### config.mk
export PLATFORM = sky130hd
export DESIGN_NAME = uart_receiver
export DESIGN_NICKNAME = d
export VERILOG_FILES = /design/src/rtl/uart_receiver_pkg.sv /design/src/rtl/uart_receiver_sync.sv /design/src/rtl/uart_receiver.sv
export SDC_FILE = /design/constraint.sdc
export NUM_CORES = 1
export LEC_CHECK = 0
export ABC_AREA = 1
export BUFFER_PORTS_ARGS = -buffer_cell sky130_fd_sc_hd__buf_2
export CAP_MARGIN = 20
export CORE_MARGIN = 1
export CORE_UTILIZATION = 25
export CTS_BUF_LIST = sky130_fd_sc_hd__clkbuf_4
export DETAILED_ROUTE_END_ITERATION = 6
export SYNTH_ARGS = -nofsm -noshare
export SYNTH_HDL_FRONTEND = slang
export SYNTH_HIERARCHICAL = 1
export SYNTH_SLANG_ARGS = --single-unit
### constraint.sdc
create_clock -name clk -period 3.9 [get_ports clk]
set_clock_uncertainty 0.2 [all_clocks]
set_input_delay 0.39 -clock clk [delete_from_list [all_inputs] [get_ports clk]]
set_output_delay 0.39 -clock clk [all_outputs]
set_load 0.1 [all_outputs]
### src/rtl/uart_receiver_pkg.sv
`default_nettype none
// +--------------------------------------------------------------------------+
// | Module   : uart_receiver_pkg                                             |
// | Purpose  : Shared definitions for the UART receive path: parity mode     |
// |            codes, receiver state encoding, data-bit mask and parity      |
// |            helpers.                                                      |
// | Ports    : none (package)                                                |
// | Revision : 1.0  initial release                                          |
// +--------------------------------------------------------------------------+
package uart_receiver_pkg;

  // Parity mode codes (shared with the transmitter)
  localparam logic [1:0] PARITY_SPACE = 2'b00;
  localparam logic [1:0] PARITY_ODD   = 2'b01;
  localparam logic [1:0] PARITY_EVEN  = 2'b10;
  localparam logic [1:0] PARITY_MARK  = 2'b11;

  typedef enum logic [2:0] {
    ST_IDLE      = 3'd0,
    ST_START     = 3'd1,
    ST_DATA      = 3'd2,
    ST_PAR       = 3'd3,
    ST_STOP      = 3'd4,
    ST_WAIT_HIGH = 3'd5
  } rx_state_t;

  // Mask of valid data bits for a frame of (data_bits + 5) bits.
  function automatic logic [7:0] data_mask(input logic [1:0] data_bits);
    return 8'hFF >> (2'd3 - data_bits);
  endfunction

  // Expected parity bit for already-masked data.
  function automatic logic parity_bit(input logic [7:0] data, input logic [1:0] mode);
    logic p;
    case (mode)
      PARITY_SPACE: p = 1'b0;
      PARITY_MARK:  p = 1'b1;
      PARITY_EVEN:  p = ^data;
      default:      p = ~^data;
    endcase
    return p;
  endfunction

endpackage
`default_nettype wire

### src/rtl/uart_receiver_sync.sv
`default_nettype none
// +--------------------------------------------------------------------------+
// | Module   : uart_receiver_sync                                            |
// | Purpose  : Multi-stage synchronizer for the asynchronous rx line plus a  |
// |            registered falling-edge detector.                             |
// | Ports    : clk, rst_n      clock / async active-low reset                |
// |            rx             raw serial input (idle high)                  |
// |            rxSync         synchronized rx                               |
// |            rxFall         one-cycle pulse on synchronized 1->0          |
// | Revision : 1.0  initial release                                          |
// +--------------------------------------------------------------------------+
module uart_receiver_sync #(
  parameter int SYNC_STAGES = 2
) (
  input  logic clk,
  input  logic rst_n,
  input  logic rx,
  output logic rxSync,
  output logic rxFall
);

  logic [SYNC_STAGES-1:0] chain;
  logic                   sync_d;

  // Flops reset to the idle level so a reset never looks like a start edge.
  always_ff @(posedge clk or negedge rst_n) begin
    if (!rst_n) begin
      chain  <= '1;
      sync_d <= 1'b1;
      rxFall <= 1'b0;
    end else begin
      chain  <= {chain[SYNC_STAGES-2:0], rx};
      sync_d <= chain[SYNC_STAGES-1];
      rxFall <= sync_d & ~chain[SYNC_STAGES-1];
    end
  end

  assign rxSync = chain[SYNC_STAGES-1];

endmodule
`default_nettype wire

### src/rtl/uart_receiver.sv
`default_nettype none
// +--------------------------------------------------------------------------+
// | Module   : uart_receiver                                                 |
// | Purpose  : UART receive path. Recovers start / 5-8 data bits (LSB first) |
// |            / optional parity / stop frames and presents them over a     |
// |            valid/ack handshake with parity, framing and overrun flags.  |
// | Ports    : clk, rst_n         clock / async active-low reset            |
// |            rx                 serial line, idle high                    |
// |            dataBits           data bits = dataBits+5                    |
// |            hasParity          parity bit present                        |
// |            parityMode         00 space, 11 mark, 10 even, 01 odd        |
// |            clockDivisor       bit period = 2*clockDivisor+2 clk         |
// |            rxData/rxValid     received frame and its valid flag         |
// |            rxAck              consumer accepts the frame                |
// |            parityError, framingError, overrun, busy   status            |
// | Revision : 1.0  initial release                                          |
// +--------------------------------------------------------------------------+
module uart_receiver
  import uart_receiver_pkg::*;
#(
  parameter int CLOCK_DIVISOR_WIDTH = 24,
  parameter int SYNC_STAGES         = 2
) (
  input  logic                           clk,
  input  logic                           rst_n,
  input  logic                           rx,
  input  logic [1:0]                     dataBits,
  input  logic                           hasParity,
  input  logic [1:0]                     parityMode,
  input  logic [CLOCK_DIVISOR_WIDTH-1:0] clockDivisor,
  output logic [7:0]                     rxData,
  output logic                           rxValid,
  input  logic                           rxAck,
  output logic                           parityError,
  output logic                           framingError,
  output logic                           overrun,
  output logic                           busy
);

  localparam int CW = CLOCK_DIVISOR_WIDTH;

  rx_state_t   state, state_next;
  logic        rx_sync, rx_fall;

  // Frame configuration captured on the start edge
  logic [CW-1:0] div_q;
  logic [1:0]    bits_q;
  logic          has_par_q;
  logic [1:0]    pmode_q;

  logic [CW:0]   cnt;
  logic [CW:0]   sample_point;
  logic          sample;
  logic          last_bit;
  logic [2:0]    bit_idx;
  logic [7:0]    shreg;
  logic          par_err_q, frm_err_q, frame_done;

  uart_receiver_sync #(.SYNC_STAGES(SYNC_STAGES)) u_sync (
    .clk    (clk),
    .rst_n  (rst_n),
    .rx     (rx),
    .rxSync (rx_sync),
    .rxFall (rx_fall)
  );

  // The start sample lands mid-bit (div), every later one a full bit on
  // (2*div+1, built by appending a 1 so it cannot overflow).
  always_comb begin
    sample_point = (state == ST_START) ? {1'b0, div_q} : {div_q, 1'b1};
    sample       = (state == ST_START || state == ST_DATA ||
                    state == ST_PAR   || state == ST_STOP) && (cnt == sample_point);
    // Last data bit index is dataBits+4, i.e. {1, dataBits}
    last_bit     = (bit_idx == {1'b1, bits_q});
  end

  always_ff @(posedge clk or negedge rst_n) begin
    if (!rst_n) state <= ST_IDLE;
    else        state <= state_next;
  end

  always_comb begin
    state_next = state;
    case (state)
      ST_IDLE:      if (rx_fall) state_next = ST_START;
      ST_START:     if (sample) state_next = rx_sync ? ST_IDLE : ST_DATA;
      ST_DATA:      if (sample && last_bit) state_next = has_par_q ? ST_PAR : ST_STOP;
      ST_PAR:       if (sample) state_next = ST_STOP;
      ST_STOP:      if (sample) state_next = rx_sync ? ST_IDLE : ST_WAIT_HIGH;
      ST_WAIT_HIGH: if (rx_sync) state_next = ST_IDLE;
      default:      state_next = ST_IDLE;
    endcase
  end

  // Bit timing, deserializer and per-frame error capture
  always_ff @(posedge clk or negedge rst_n) begin
    if (!rst_n) begin
      div_q      <= '0;
      bits_q     <= '0;
      has_par_q  <= 1'b0;
      pmode_q    <= '0;
      cnt        <= '0;
      bit_idx    <= '0;
      shreg      <= '0;
      par_err_q  <= 1'b0;
      frm_err_q  <= 1'b0;
      frame_done <= 1'b0;
    end else begin
      frame_done <= 1'b0;
      if (state == ST_IDLE) begin
        if (rx_fall) begin
          div_q     <= clockDivisor;
          bits_q    <= dataBits;
          has_par_q <= hasParity;
          pmode_q   <= parityMode;
          cnt       <= '0;
          bit_idx   <= '0;
          shreg     <= '0;
          par_err_q <= 1'b0;
          frm_err_q <= 1'b0;
        end
      end else if (state != ST_WAIT_HIGH) begin
        cnt <= sample ? '0 : cnt + 1'b1;
      end

      if (sample) begin
        case (state)
          ST_DATA: begin
            shreg[bit_idx] <= rx_sync;
            bit_idx        <= bit_idx + 3'd1;
          end
          ST_PAR:  par_err_q <= (rx_sync != parity_bit(shreg & data_mask(bits_q), pmode_q));
          ST_STOP: begin
            frm_err_q  <= ~rx_sync;
            frame_done <= 1'b1;
          end
          default: ;
        endcase
      end
    end
  end

  // Output registers and handshake. A completing frame takes priority over
  // a plain ack; an ack in the completion cycle frees the slot for it.
  always_ff @(posedge clk or negedge rst_n) begin
    if (!rst_n) begin
      rxData       <= '0;
      rxValid      <= 1'b0;
      parityError  <= 1'b0;
      framingError <= 1'b0;
      overrun      <= 1'b0;
    end else if (frame_done) begin
      if (!rxValid || rxAck) begin
        rxData       <= shreg & data_mask(bits_q);
        parityError  <= par_err_q;
        framingError <= frm_err_q;
        rxValid      <= 1'b1;
        overrun      <= 1'b0;
      end else begin
        overrun      <= 1'b1;
      end
    end else if (rxAck && rxValid) begin
      rxValid <= 1'b0;
      overrun <= 1'b0;
    end
  end

  assign busy = (state != ST_IDLE);

endmodule
`default_nettype wire
==> results.md <==
- Part of the cycle the worst path needs: 0.803
- Design Power: roughly 3.8 mW
- Grt total ovfl: 0
- I/O pin cnt: 46
- Library cells used by synthesis: 32
- Layout cells sized above 1: 0.0987
- CP arrival: 3.31 ns
- Vias per inst: 4.66
- Register Area: 2180 um2
- Slew margin rel.: 0.414
- Worst path most repeated cell: nand2_1
- Initial antenna violation count: 1
- Final Max Tran Viols: 0
- Clock Tree Root: clkbuf_4
- Initial DRC Count: 407
- Power Density: 590 nW/um2
- Filler cells: approximately 2300
- Measured slew at the worst slew-check pin: 0.879 ns
- Core area: 21200 um2
- Hold Crit Class: reg -> reg
- DPL Wire Length: between 10000 and 15000 um
- Initial Util: 0.258
- CP Capture Type: register
- First-pass GRT wire length: 26100 um
- CTS tree: done
- Seq/Total Area, Yosys: 0.398
- Final setup fails: 0
- WP data required: about 4 ns
- WL per Instance: 13.3 um
- CTS resizes: 0
- Status: finished, final reports clean
- Overall Global Routing Usage: 0.149
- Syn Std Cell Area: 5470 um2
- Area fraction of the dominant cell type after synthesis: 0.384
- Clock transition at path regs: 0.14 ns
- Vias in the first global route: between 5000 and 6000
- Most frequent cells in the layout: nand2_1 (299), nand3_1 (88), inv_1 (87)
- Die footprint: 22500 um2
- Chip width: 150 um
- Cell Chain, Critical Path: inv_2, nand2_1, nor2_2, buf_4, nand2_1, nand3_1, nand2_1, nor2_1, nand4_1, nand3b_1, nor2_1, nand2_1, nand2_1, nand2_1
- Largest net degree at the start of global routing: 47
- Final worst slack: 0.769 ns
- Final Hold Viols: 0
- Cells after Synth: slightly above 800
- Most common cell after layout, fill and taps aside: nand2_1
- Max-cap violations: 0
- TNS Setup: 0 ns
- Routed wire length: 15600 um
- Post-route antenna net violation count: 0
- Routability Congestion: roughly 0.90
- Max frequency: 0.319 GHz
- Clock Latency Late Sink: approximately 0.48 ns
- Leak: approximately 3.1 nW
- CP Launch Type: register
- CP max stage delay: 0.46 ns
- Clk buf depth: 2
- Crit Path Max Fanout: 12
- Cell taking the most area after synthesis: dfrtp_1
- Kind of critical path: reg -> reg
- Sinks on Clock Net: 87
- Worst IR drop on VDD: 0.216 mV
- Rows: 53
- Yosys warns: 6
- Length of the first detailed-routing pass in iterations: 6
- Synth Area per Inst: 6.69 um2
- Vias: ~5400
- Tmin final: 3.13 ns
- IO Port Bufs: 45
- Post-Place Setup Slack: 0.853 ns
- #FFs+latches synth: 87
- DRC viols: 0
- Area of the multi-input gates: approximately 2800 um2
- Crit-path slowest cell: dfrtp_1
- Layout Nets: approximately 920
- Post-Syn Nets: about 850
- Ranking of synthesized cells by area: dfrtp_1 (38%), nand2_1 (21%), nand3_1 (8.0%)
- CTS Buf Count: 9
- Die Span Y: 150 um
- CTS H-Tree Depth: 3
- RSZ-0062 raised after global routing: false
- Layout area overhead: 18.2%
-- layout make-up --
cell class | count | area share
Antenna cell | 1 | 0.000387
Clock buffer | 9 | 0.0104
Clock inverter | 7 | 0.0147
Inverter | 90 | 0.0522
Multi-Input combinational cell | 612 | 0.434
Sequential cell | 87 | 0.337
Tap cell | 275 | 0.0532
Timing Repair Buffer | 87 | 0.0982
-- per-stage QoR --
step	area, um2	instances	hold slack [ns]	util
after CTS	6470	1167	0.167	0.305
after global routing	6470	1168	0.170	0.305
after floorplan	5470	818	-0.106	-
after global placement	5990	1119	0.146	0.282
after detailed placement	5990	1119	0.147	0.282
final	6470	1168	0.166	0.305
-- state kept, by name, summed over array words and instances (netlist names), 2 cells and up --
signal and cells:
bit_idx 3, u_sync/chain 2, state 3, div_q 24, cnt 25, bits_q 2
pmode_q 2, shreg 8, rxData 8
-- timing repair --
action	4_1_cts	5_1_grt
buffers inserted	0	0
endpoints found under the hold margin	75	0
hold buffers	32	0
-- logic make-up after synthesis --
family	count (synthesis)	share of synthesized area
adders and majority gates	2	0.00457
buffers and inverters	119	0.0885
DFF	87	0.398
and+or+nand+nor	496	0.386
AOI/OAI and AO/OA	97	0.0953
xor gates and xnor gates	17	0.0272
-- critical path, delay by kind of cell (launching register included) --
kind                   cells  cell delay, ns
buffers and inverters      2            0.44
AND/OR/NAND/NOR           12            1.93
flip-flops                 1            0.46
-- final timing paths --
check,endpoint,from,slack [ns],depth (start not counted)
worst max-delay path,shreg[7],state[2],0.77,14
worst min-delay path,u_sync/chain[1],u_sync/chain[0],0.17,0
worst max register to register,shreg[7],state[2],0.77,14
worst min register to register,u_sync/chain[1],u_sync/chain[0],0.17,0
max in group asynchronous,u_sync/chain[0],rst_n,2.45,3
min in group asynchronous,div_q[17],rst_n,0.26,2
-- metal layers --
metal / track usage / vias up / share of wire
met5: 0 / - / 0
met4: 0.0641 / 0 / 0.026
met3: 0.0229 / 24 / 0.052
met2: 0.230 / 166 / 0.43
met1: 0.205 / 2479 / 0.49
li1: - / 2772 / -
-- synth_stat cells --
library cell    n
nor2_2          5
nand3_1        88
nor2_1         56
dfstp_2         3
or2_2           2
xnor2_1         4
o22ai_1         3
ha_1            2
a32oi_1         1
o21ai_1         5
nand3_2         2
nor2_4          1
nor3_1         12
nand2_1       299
buf_4           4
nor4_1          1
o21a_1          2
clkbuf_1       15
buf_2           6
inv_1          88
o211ai_1        5
buf_1           2
buf_6           2
xor2_1         13
dfrtp_1        84
o21ai_0        74
a21oi_2         1
a21oi_1         5
o31ai_2         1
inv_2           2
nand4_1        22
nand3b_1        8
-- power by group --
group / switching [mW] / internal (mW) / leakage [nW]
logic: 1.35 / 0.590 / 1.89
registers: 0.190 / 1.08 / 1.15
clock network: 0.343 / 0.262 / 0.0883
total: 1.88 / 1.94 / 3.13
Power figures use the tool's default switching activity.
